<file path="src/rtl/alu_input_loader.sv">
// Front end for the board ALU: synchronizes and debounces three load buttons and
// steps operand A, operand B and the opcode from one switch bank in A -> B -> OP order.
module alu_input_loader #(
  parameter int NBITS           = 8,
  parameter int COD_OP          = 6,
  parameter int DEBOUNCE_CYCLES = 4
) (
  input  logic              clk,
  input  logic              rst_n,
  input  logic [NBITS-1:0]  i_switches,
  input  logic              i_btn_a,
  input  logic              i_btn_b,
  input  logic              i_btn_op,
  output logic [NBITS-1:0]  operando_A,
  output logic [NBITS-1:0]  operando_B,
  output logic [COD_OP-1:0] cod_operacion,
  output logic              o_valid,
  output logic [1:0]        o_state
);

  localparam int CW = $clog2(DEBOUNCE_CYCLES + 1);

  typedef enum logic [1:0] {
    WAIT_A  = 2'd0,
    WAIT_B  = 2'd1,
    WAIT_OP = 2'd2,
    READY   = 2'd3
  } state_t;

  // Button vectors are indexed {op, b, a}.
  logic [2:0]       btn_raw;
  logic [2:0]       btn_s1_q, btn_s2_q;
  logic [2:0]       lvl_q, lvl_d, lvl_prev_q, ev_q;
  logic [CW-1:0]    cnt_q [3];
  logic [CW-1:0]    cnt_d [3];
  logic [NBITS-1:0] sw_s1_q, sw_s2_q;

  state_t           state_q, state_d;
  logic             ld_a, ld_b, ld_op, valid_d;
  logic [NBITS-1:0] a_q, b_q;
  logic [COD_OP-1:0] op_q;
  logic             valid_q;

  assign btn_raw = {i_btn_op, i_btn_b, i_btn_a};

  always_comb begin
    for (int i = 0; i < 3; i++) begin
      cnt_d[i] = '0;
      lvl_d[i] = lvl_q[i];
      if (btn_s2_q[i] != lvl_q[i]) begin
        if (cnt_q[i] == CW'(DEBOUNCE_CYCLES - 1)) lvl_d[i] = ~lvl_q[i];
        else                                     cnt_d[i] = cnt_q[i] + CW'(1);
      end
    end
  end

  // The event is taken from the registered level history, so it lands one
  // cycle after the debounced level rises.
  always_ff @(posedge clk or negedge rst_n) begin
    if (!rst_n) begin
      btn_s1_q   <= '0;
      btn_s2_q   <= '0;
      sw_s1_q    <= '0;
      sw_s2_q    <= '0;
      lvl_q      <= '0;
      lvl_prev_q <= '0;
      ev_q       <= '0;
      for (int i = 0; i < 3; i++) cnt_q[i] <= '0;
    end else begin
      btn_s1_q   <= btn_raw;
      btn_s2_q   <= btn_s1_q;
      sw_s1_q    <= i_switches;
      sw_s2_q    <= sw_s1_q;
      lvl_q      <= lvl_d;
      lvl_prev_q <= lvl_q;
      ev_q       <= lvl_q & ~lvl_prev_q;
      for (int i = 0; i < 3; i++) cnt_q[i] <= cnt_d[i];
    end
  end

  always_ff @(posedge clk or negedge rst_n) begin
    if (!rst_n) state_q <= WAIT_A;
    else        state_q <= state_d;
  end

  always_comb begin
    state_d = state_q;
    case (state_q)
      WAIT_A:  if (ev_q[0]) state_d = WAIT_B;
      WAIT_B:  if (ev_q[1]) state_d = WAIT_OP;
      WAIT_OP: if (ev_q[2]) state_d = READY;
      READY:   state_d = READY;
      default: state_d = WAIT_A;
    endcase
  end

  // o_valid is a bare strobe with no ready: the ALU samples the operand
  // registers in the cycle it is high; there is no back-pressure.
  always_comb begin
    ld_a    = ev_q[0] && (state_q == WAIT_A  || state_q == READY);
    ld_b    = ev_q[1] && (state_q == WAIT_B  || state_q == READY);
    ld_op   = ev_q[2] && (state_q == WAIT_OP || state_q == READY);
    valid_d = (state_q == WAIT_OP && ev_q[2]) || (state_q == READY && (|ev_q));
  end

  always_ff @(posedge clk or negedge rst_n) begin
    if (!rst_n) begin
      a_q     <= '0;
      b_q     <= '0;
      op_q    <= '0;
      valid_q <= 1'b0;
    end else begin
      if (ld_a)  a_q  <= sw_s2_q;
      if (ld_b)  b_q  <= sw_s2_q;
      if (ld_op) op_q <= sw_s2_q[COD_OP-1:0];
      valid_q <= valid_d;
    end
  end

  assign operando_A    = a_q;
  assign operando_B    = b_q;
  assign cod_operacion = op_q;
  assign o_valid       = valid_q;
  assign o_state       = state_q;

endmodule

</file>
<file path="config.mk">
export PLATFORM = sky130hd
export DESIGN_NAME = alu_input_loader
export DESIGN_NICKNAME = d
export VERILOG_FILES = /design/src/rtl/alu_input_loader.sv
export SDC_FILE = /design/constraint.sdc
export NUM_CORES = 1
export LEC_CHECK = 0
export BUFFER_PORTS_ARGS = -buffer_cell sky130_fd_sc_hd__buf_2
export CAP_MARGIN = 40
export CORE_ASPECT_RATIO = 1.4
export CORE_MARGIN = 1
export CORE_UTILIZATION = 29
export CTS_BUF_LIST = sky130_fd_sc_hd__clkbuf_4 sky130_fd_sc_hd__clkbuf_8
export DETAILED_ROUTE_END_ITERATION = 7
export GPL_TIMING_DRIVEN = 0
export MAX_ROUTING_LAYER = met4
export PLACE_DENSITY = 0.5
export SKIP_LAST_GASP = 1
export SLEW_MARGIN = 20
export SYNTH_ARGS = -nofsm -noshare
export SYNTH_HDL_FRONTEND = slang
export SYNTH_SLANG_ARGS = --single-unit
</file>
<file path="constraint.sdc">
create_clock -name clk -period 3.4 [get_ports clk]
set_clock_uncertainty 0.2 [all_clocks]
set_input_delay 0.68 -clock clk [delete_from_list [all_inputs] [get_ports clk]]
set_output_delay 0.68 -clock clk [all_outputs]
set_load 0.02 [all_outputs]
</file>
==> flow_metrics.tcl, run 1 <==
set metrics [dict create \
    status "completed" \
    start_util_pct 30.5 \
    start_kind "flop" \
    fp.dieH_um 107 \
    yosys_register_bits 65 \
    clockBufferDepth 2 \
    dp_hpwl_um 2640 \
    fin_crit_sh_pct 52.8 \
    synthCells 131 \
    critPathKind "flop to output pin" \
    maxCapViolations 0 \
    synth_area_leader_cell "dfrtp_1" \
    synth_cell_type_count 19 \
    slew_viol_final 0 \
    r2r_cells 4 \
    power_mw 2.60 \
    cts-root-buf "clkbuf_8" \
    final_layout_size_suffix_gt1_share_pct 45.7 \
    fin_crit_ps 1800 \
    fp.dieW_um 77.0 \
    cts_setup_buffers 0 \
    hold_buffers 0 \
    critPathMaxStageDelay_ps 420 \
    rsz0062_at_grt "no" \
    fmax_mhz 557 \
    num_vias 1179 \
    cp_slowest_cell "dfrtp_1" \
    row_count 37 \
    seq_area_frac_synth_pct 71.2 \
    ioPinCount 38 \
    cts_tree "done" \
    nets 200 \
    synth_nets 151 \
    path_delay_family "flip-flops" \
    grt_max_degree 66 \
    cp.buffers_inverters 1 \
    grt_pass1_vias 1363 \
    cts_made_buffers 9 \
    cts_resized 0 \
    track_usage_pct 11.1 \
    ir_drop_mv 0.268 \
    worst_pin_slew_ps 353 \
    r2r-end "operando_B[3]$_DFFE_PN0P_" \
    ys_warn_count 0 \
    viasPerCell 4.20 \
    yosys-top-cells-area "dfrtp_1, mux2_2, mux2_4, ha_1, nor3b_1" \
    setup_tns_ps 0 \
    overflow 0 \
    clkTransAtPathRegs_ps 60 \
    grt_antenna_before_repair 0 \
    path_cells "buf_2" \
    regToRegStartpoint "o_state[1]$_DFFE_PN0P_" \
    htreeDepth 3 \
    netlist.area_leader.share_pct 71.2 \
    hp-class "input port to asynchronous set/reset pin" \
    drtIter0Drc 50 \
    grt_first_pass_wirelength_um 6490 \
    arrival_ps 920 \
    crit_fanout 4 \
    ant_nets 0 \
    gp_congestion 0.774 \
    die-area_um2 8250 \
    setup_viol 0 \
    slew_headroom_pct 76.5 \
    port-buffer-count 37 \
    p_per_area_nw_per_um2 925 \
    diodes 0 \
    cts.sink_count 65 \
    area_growth_pct 23.1 \
    core_um2 7500 \
    wl_um 3850 \
    avgSynthCellArea_um2 17.4 \
    drc 0 \
    clk_latency_ps 320 \
    power_leakage_nw 1.33 \
    finalHoldViolations 0 \
    syn_area_um2 2290 \
    wl_per_cell_um 13.7 \
    worstPathRequired_ps 2520 \
    holdWs_ps 66.7 \
    drt-pass1-iter-count 4 \
    cp-end-kind "output pin" \
    final_util_pct 37.5 \
    ff2ff_setup_slack_ps 1630 \
]
## synthesized netlist by cell type (all sizes together)
cell type	number
dfrtp	65
mux2	25
ha	7
nor2b	6
nor3b	6
inv	4
o21ai	3
xnor2	3
nand2b	2
nor3	2
o221a	2
o22ai	2
and3b	1
buf	1
mux2i	1
nand2	1
## sequential cells by signal, summed over array words and instances, names as in the netlist
| name | cells |
|---|---|
| cod_operacion | 6 |
| btn_s1_q | 3 |
| o_state | 2 |
| operando_B | 8 |
| btn_s2_q | 3 |
| ev_q | 3 |
| sw_s1_q | 8 |
| o_valid | 1 |
| lvl_prev_q | 3 |
| lvl_q | 3 |
| operando_A | 8 |
| sw_s2_q | 8 |
| cnt_q | 9 |
## worst max path at each step
stage               cells after the start                   endpoint                   start
floorplan                               5  operando_A[0]$_DFFE_PN0P_  o_state[0]$_DFFE_PN0P_
global placement                        1       sw_s1_q[6]$_DFF_PN0_                   rst_n
detailed placement                      4  operando_B[0]$_DFFE_PN0P_  o_state[1]$_DFFE_PN0P_
CTS                                     1                 o_state[0]  o_state[0]$_DFFE_PN0P_
global route                            4  operando_B[4]$_DFFE_PN0P_  o_state[1]$_DFFE_PN0P_
finish                                  1                 o_state[1]  o_state[1]$_DFFE_PN0P_
## kinds of logic (layout without fill, tap and decap cells)
family	Yosys count	after routing	synth area share [%]
flip-flops	65	65	71.2
multiplexers	26	26	14.1
AND/OR/NAND/NOR	18	18	5.47
adder cells (fa/ha/maj)	7	7	3.83
AO/OA/AOI/OAI	7	7	3.17
buffers and inverters	5	58	1.15
XOR/XNOR	3	3	1.15
## final cells by class
type	count	area (um2)
clock buffers	12	159
flip-flops and latches	65	1630
clock inverters	3	40.0
multi-input cells	61	633
well taps	97	121
fillers	718	4690
inverters	4	15.0
repair buffers	38	208
plain buffers	1	11.3
## layer usage
metal  vias up  part of all wire [%]  global-route usage (%)
met5         -                     0                       -
met4         0                   1.6                    7.68
met3         4                   3.3                    3.32
met2        25                    55                    18.9
met1       603                    40                    10.7
li1        547                     -                       -
## per-stage QoR
| step | area [um2] | worst slack, ps | std cells |
|---|---|---|---|
| after floorplan | 2290 | 1620 | 131 |
| after global placement | 2590 | 1310 | 265 |
| after detailed placement | 2590 | 1610 | 265 |
| after CTS | 2790 | 1570 | 280 |
| after global routing | 2810 | 1550 | 281 |
| final | 2810 | 1600 | 281 |
## placed cells by master, fill, tap and decap left out, drive strengths merged
cell type and count:
inv 4, nand2b 2, and3b 1, ha 7, nor3 2, o21ai 3, xnor2 3, nor2b 6
bufinv 1, o221a 2, mux2 25, mux2i 1, nand2 1, clkbuf 12, buf 39, clkinv 2
o22ai 2, nor3b 6, dfrtp 65
## report_power, final
| group | leakage (nW) | total (mW) | internal, mW | switching (mW) |
|---|---|---|---|---|
| Combinational | 0.445 | 0.811 | 0.400 | 0.411 |
| Clock | 0.106 | 0.642 | 0.380 | 0.262 |
| Sequential | 0.774 | 1.15 | 1.01 | 0.138 |
| Total | 1.33 | 2.60 | 1.79 | 0.811 |
Power figures use the tool's default switching activity.
==> run 2: changes to the inputs <==
--- a/config.mk
+++ b/config.mk
@@ -5,6 +5,7 @@
 export SDC_FILE = /design/constraint.sdc
 export NUM_CORES = 1
 export LEC_CHECK = 0
+export ABC_AREA = 1
 export BUFFER_PORTS_ARGS = -buffer_cell sky130_fd_sc_hd__buf_2
 export CAP_MARGIN = 40
 export CORE_ASPECT_RATIO = 1.4
==> constraint.sdc (replaced) <==
create_clock -name clk -period 1.79 [get_ports clk]
set_clock_uncertainty 0.2 [all_clocks]
set_input_delay 0.358 -clock clk [delete_from_list [all_inputs] [get_ports clk]]
set_output_delay 0.358 -clock clk [all_outputs]
set_load 0.02 [all_outputs]
==> run 2 against run 1 <==
  * Total power rose by 110%
  * Area after synthesis rose by 0.82%
  * Sequential share of layout area fell by 4.1 points
  * Sequential cell count did not move
  * Worst setup slack got worse by 1500 ps
  * Non-clock buffer count rose by 15
  * Clock-buffer cell count fell by 1
  * Global-route usage rose by 0.22 points
  * Core utilization rose by 1.8 points
==> flow_metrics.tcl, run 2 <==
set metrics [dict create \
    synth-simple-area-share_pct 10.9 \
    ant_nets 0 \
    design_area_um2 3030 \
    ioPinCount 38 \
    wl_per_cell_um 10.9 \
    hp-start "sw_s1_q[4]$_DFF_PN0_" \
    synth_nets 214 \
    hp-class "flop to flop" \
    row_count 38 \
    grt_antenna_before_repair 0 \
    synth_cell_type_count 19 \
    synthMuxAreaShare_pct 0 \
    p_per_area_nw_per_um2 1760 \
    rsz0062_at_grt "yes" \
    path_delay_family "flip-flops" \
    final_layout_size_suffix_gt1_share_pct 28.1 \
    fp.dieW_um 77.3 \
    diodes 0 \
    dr_wl_met3_um 227 \
    synthCells 194 \
    setup_viol 0 \
    maxCapViolations 0 \
    slew_headroom_pct 82.0 \
    nets 275 \
    dpl_worst_slack_ps 3.28 \
    wl_met2_um 1850 \
    yosys_register_bits 65 \
    clk_latency_ps 330 \
    htreeDepth 3 \
    worst_pin_slew_ps 268 \
    fin_crit_sh_pct 94.7 \
    yosysMostFrequentCell "dfrtp_1" \
    routed.top_layer "met4" \
    synth_enable_flop_cells 0 \
    cp_slowest_cell "dfrtp_1" \
    crit_fanout 10 \
    fin_cells 360 \
    synth_adder_area_share_pct 3.80 \
    grt_pass1_vias 1425 \
    synth_top_family_by_area "simple AND/OR/NAND/NOR gates" \
    critPathKind "flop to flop" \
    critPathMaxStageDelay_ps 420 \
    cp.buffers_inverters 3 \
    ys_warn_count 0 \
    grt_max_degree 55 \
    cts_tree "done" \
    regToRegStartpoint "o_state[0]$_DFFE_PN0P_" \
    finalHoldViolations 0 \
    place_area_um2 2650 \
    yosys_most_used_dff "dfrtp_1" \
    avgSynthCellArea_um2 11.9 \
    wl_um 3910 \
    synth-xor-area-share_pct 1.14 \
    overflow 0 \
    drt-pass1-iter-count 3 \
    cts_setup_buffers 0 \
    cts_made_buffers 9 \
    track_usage_pct 11.3 \
    dp_hpwl_um 2570 \
    clockBufferDepth 2 \
    seq_area_frac_synth_pct 70.6 \
    largest_reg_flops 9 \
    timing.final.ws_setup_ps 95.3 \
    final_cell_mix "dfrtp_1, nand2_1, buf_2, inv_1, o21ai_0" \
    power_leakage_nw 1.54 \
    netlist.area_leader.share_pct 70.6 \
    cts.sink_count 65 \
    arrival_ps 1730 \
    synth_area_leader_cell "dfrtp_1" \
    gp_congestion 0.670 \
    start_kind "flop" \
    drc 0 \
    ys_async_sr_fraction_pct 100 \
    dp.cells 332 \
    fin_crit_ps 1690 \
    core_um2 7700 \
    start_util_pct 29.9 \
    yosys-top-cells-count "dfrtp_1, nand2_1, inv_1, o21ai_0, nor2_1" \
    largest-register "cnt_q" \
    crit_start "o_state[0]$_DFFE_PN0P_" \
    grt_first_pass_wirelength_um 6670 \
    status "completed" \
    port-buffer-count 37 \
    worstPathRequired_ps 1830 \
    met1_length_um 1730 \
    ir_drop_mv 0.515 \
    fp.dieH_um 107 \
    yosys-top-cells-area "dfrtp_1, nand2_1, inv_1, o21ai_0, ha_1" \
    final_common_cell "dfrtp_1" \
    syn_area_um2 2300 \
    path_cells "inv_1 > ha_1 > or2_1 > buf_6 > buf_12 > nand2_2 > o21ai_2" \
    area_growth_pct 31.3 \
    slew_viol_final 0 \
    fmax_mhz 590 \
    clkTransAtPathRegs_ps 70 \
    drtIter0Drc 65 \
    cp-end-kind "flop" \
    die-area_um2 8310 \
    viasPerCell 4.04 \
    num_vias 1454 \
    synth_compound_area_share_pct 7.55 \
    cts-root-buf "clkbuf_8" \
]
## run 2: final cells by class
class | instances | area, um2
fillers | 794 | 4680
inverters | 26 | 97.6
clock inverters | 5 | 103
repair buffers | 50 | 335
clock buffers | 11 | 145
well taps | 100 | 125
flip-flops and latches | 65 | 1630
multi-input cells | 99 | 551
plain buffers | 4 | 43.8
## run 2: power by group
group          internal (mW)  switching, mW  leakage [nW]
clock                  0.976          0.546         0.123
combinational          0.642           1.03         0.619
sequential              1.91          0.243         0.800
total                   3.52           1.82          1.54
## run 2: per-stage QoR
stage | setup TNS, ps | power [mW] | util (%) | hold slack [ps]
2_1_floorplan | 0 | 3.28 | - | -138
3_3_place_gp | -6010 | 3.77 | 34.0 | 132
3_5_place_dp | 0 | 3.82 | 34.3 | 15.2
4_1_cts | 0 | 5.41 | 39.2 | 149
5_1_grt | -7.22 | 5.74 | 39.3 | 155
6_report | 0 | 5.34 | 39.3 | 147
## run 2: final timing paths
path	end	slack (ps)	depth (start not counted)
max reg2reg	operando_A[5]$_DFFE_PN0P_	100	7
max	operando_A[5]$_DFFE_PN0P_	100	7
min	sw_s2_q[4]$_DFF_PN0_	150	0
max in group asynchronous	btn_s2_q[0]$_DFF_PN0_	680	3
min reg2reg	sw_s2_q[4]$_DFF_PN0_	150	0
min in group asynchronous	sw_s2_q[6]$_DFF_PN0_	200	2
## run 2: cells by family after synthesis
family,after synthesis
simple gates,61
flops,65
xor+xnor,3
fa+ha+maj,7
compound gates,28
buf+inv,30
## run 2: timing repair
| action | 4_1_cts | 5_1_grt |
|---|---|---|
| resized for setup | 1 | 2 |
| pin swaps | 0 | 1 |
| hold buffers | 12 | 0 |
| hold endpoints to repair | 76 | 0 |
| endpoints found under the setup margin | 4 | 16 |
## run 2: per-layer routing
layer,up-vias,track usage [%]
li1,721,-
met1,692,12.6
met2,32,16.7
met3,9,5.00
met4,0,6.47
met5,-,-
==> run 3: changes to the inputs <==
--- a/config.mk
+++ b/config.mk
@@ -8,6 +8,8 @@
 export ABC_AREA = 1
 export BUFFER_PORTS_ARGS = -buffer_cell sky130_fd_sc_hd__buf_2
 export CAP_MARGIN = 40
+export CELL_PAD_IN_SITES_DETAIL_PLACEMENT = 2
+export CELL_PAD_IN_SITES_GLOBAL_PLACEMENT = 2
 export CORE_ASPECT_RATIO = 1.4
 export CORE_MARGIN = 1
 export CORE_UTILIZATION = 29
@@ -15,7 +17,7 @@
 export DETAILED_ROUTE_END_ITERATION = 7
 export GPL_TIMING_DRIVEN = 0
 export MAX_ROUTING_LAYER = met4
-export PLACE_DENSITY = 0.5
+export PLACE_DENSITY = 0.67
 export SKIP_LAST_GASP = 1
 export SLEW_MARGIN = 20
 export SYNTH_ARGS = -nofsm -noshare
==> run 3 against run 2 <==
  * Final cell count increased by 0.83%
  * Sequential power about the same
  * Worst setup slack got worse by 18 ps
  * Via count increased by 4.7%
  * Non-clock buffer count increased by 3
  * Combinational power grew 5%
  * Critical endpoint unchanged
  * Largest cell class unchanged
==> flow_metrics.tcl, run 3 (synthesis gave the netlist of run 2 again) <==
set metrics [dict create \
    cts-root-buf "clkbuf_8" \
    fp.dieH_um 107 \
    fill_cells 853 \
    gp_congestion 0.677 \
    diodes 0 \
    p_per_area_nw_per_um2 1750 \
    maxCapViolations 0 \
    dp_hpwl_um 3150 \
    core_um2 7700 \
    largest-register "cnt_q" \
    setup_tns_ps 0 \
    cts_made_buffers 9 \
    ir_drop_mv 0.486 \
    final_common_cell "dfrtp_1" \
    num_vias 1522 \
    port-buffer-count 37 \
    clockBufferDepth 2 \
    viasPerCell 4.19 \
    wl_um 4710 \
    fin_crit_sh_pct 95.7 \
    clkTransAtPathRegs_ps 70 \
    worst_pin_slew_ps 277 \
    power_mw 5.29 \
    track_usage_pct 13.5 \
    grt_max_degree 56 \
    start_util_pct 29.9 \
    fp.dieW_um 77.3 \
    cp_slowest_cell "dfrtp_1" \
    overflow 0 \
    timing.final.ws_setup_ps 77.1 \
    dp.cells 332 \
    holdWs_ps 146 \
    start_kind "flop" \
    grt_antenna_before_repair 0 \
    final_layout_size_suffix_gt1_share_pct 29.7 \
    dpl_worst_slack_ps -14.4 \
    nets 278 \
    setup_viol 0 \
    clk_latency_ps 340 \
    area_growth_pct 31.0 \
    grt_first_pass_wirelength_um 7970 \
    rsz0062_at_grt "no" \
    path_cells "inv_2 > ha_1 > or2_1 > buf_6 > buf_12 > nand2_2 > o21ai_2" \
    r2r_cells 7 \
    regToRegStartpoint "o_state[0]$_DFFE_PN0P_" \
    die-area_um2 8310 \
    crit_start "o_state[0]$_DFFE_PN0P_" \
    finalHoldViolations 0 \
    fin_cells 363 \
    htreeDepth 3 \
    wl_per_cell_um 13.0 \
    crit_fanout 10 \
    design_area_um2 3020 \
    hp-start "btn_s1_q[0]$_DFF_PN0_" \
    critPathKind "flop to flop" \
    ioPinCount 38 \
    grt_pass1_vias 1630 \
    fmax_mhz 584 \
    fin_crit_ps 1710 \
    critPathMaxStageDelay_ps 430 \
    status "completed" \
    drc 0 \
    arrival_ps 1740 \
    ant_nets 0 \
    final_util_pct 39.2 \
    final_cell_mix "dfrtp_1, nand2_1, buf_2, inv_1, o21ai_0" \
    largest_reg_flops 9 \
    cp-end-kind "flop" \
    row_count 38 \
    hp-class "flop to flop" \
    whs_path_depth 0 \
    power_leakage_nw 1.53 \
    worstPathRequired_ps 1820 \
    drtIter0Drc 58 \
    slew_headroom_pct 81.4 \
    place_area_um2 2650 \
    cts.sink_count 65 \
    drt-pass1-iter-count 4 \
    cts_tree "done" \
    slew_viol_final 0 \
]
## run 3: cell count changes in the layout (fill, tap and decap cells not counted)
cell / delta
clkbuf_4: -1
clkbuf_8: -1
inv_1: -2
clkinvlp_4: +1
clkinv_2: +1
buf_4: +3
inv_2: +2
inv_6: +1
bufinv_16: -1
## run 3: where the power goes
group	total (mW)	switching, mW	internal [mW]
Clock	1.38	0.595	0.783
Sequential	2.16	0.251	1.90
Combinational	1.76	1.08	0.678
Total	5.29	1.92	3.37
## run 3: cell type report
type                       count  area [um2]  share of cell area (%)
clock inverter                 7        93.8                    3.11
inverter                      26        97.6                    3.23
buffer                         4        43.8                    1.45
timing repair buffer          53         358                    11.9
tap                          100         125                    4.14
clock buffer                   9         124                    4.10
multi-input combinational     99         551                    18.2
sequential                    65        1630                    53.9
## run 3: worst paths after layout
| path | endpoint | slack, ps |
|---|---|---|
| max reg2reg | operando_A[5]$_DFFE_PN0P_ | 80 |
| max | operando_A[5]$_DFFE_PN0P_ | 80 |
| min | btn_s2_q[0]$_DFF_PN0_ | 150 |
| min in group asynchronous | cod_operacion[2]$_DFFE_PN0P_ | 230 |
| max in group asynchronous | btn_s1_q[0]$_DFF_PN0_ | 650 |
| min reg2reg | btn_s2_q[0]$_DFF_PN0_ | 150 |
## run 3: metal layers
layer	up-vias	GRT usage [%]	wire, um
li1	726	-	-
met3	10	3.81	141
met2	28	21.5	2430
met4	0	8.09	129
met5	-	-	0
met1	758	15.0	2010
## run 3: what timing repair did
action / 4_1_cts / 5_1_grt
endpoints found under the setup margin: 8 / 18
resized for setup: 1 / 4
buffers inserted: 0 / 3
pin swaps: 0 / 2
hold buffers: 12 / 0
hold endpoints to repair: 76 / 0
## run 3: worst max-delay path, delay by kind of cell, from the launching register on
family,cells,cell delay (ps)
flops,1,430
buf+inv,3,360
simple gates,2,290
fa+ha+maj,1,280
compound gates,1,50
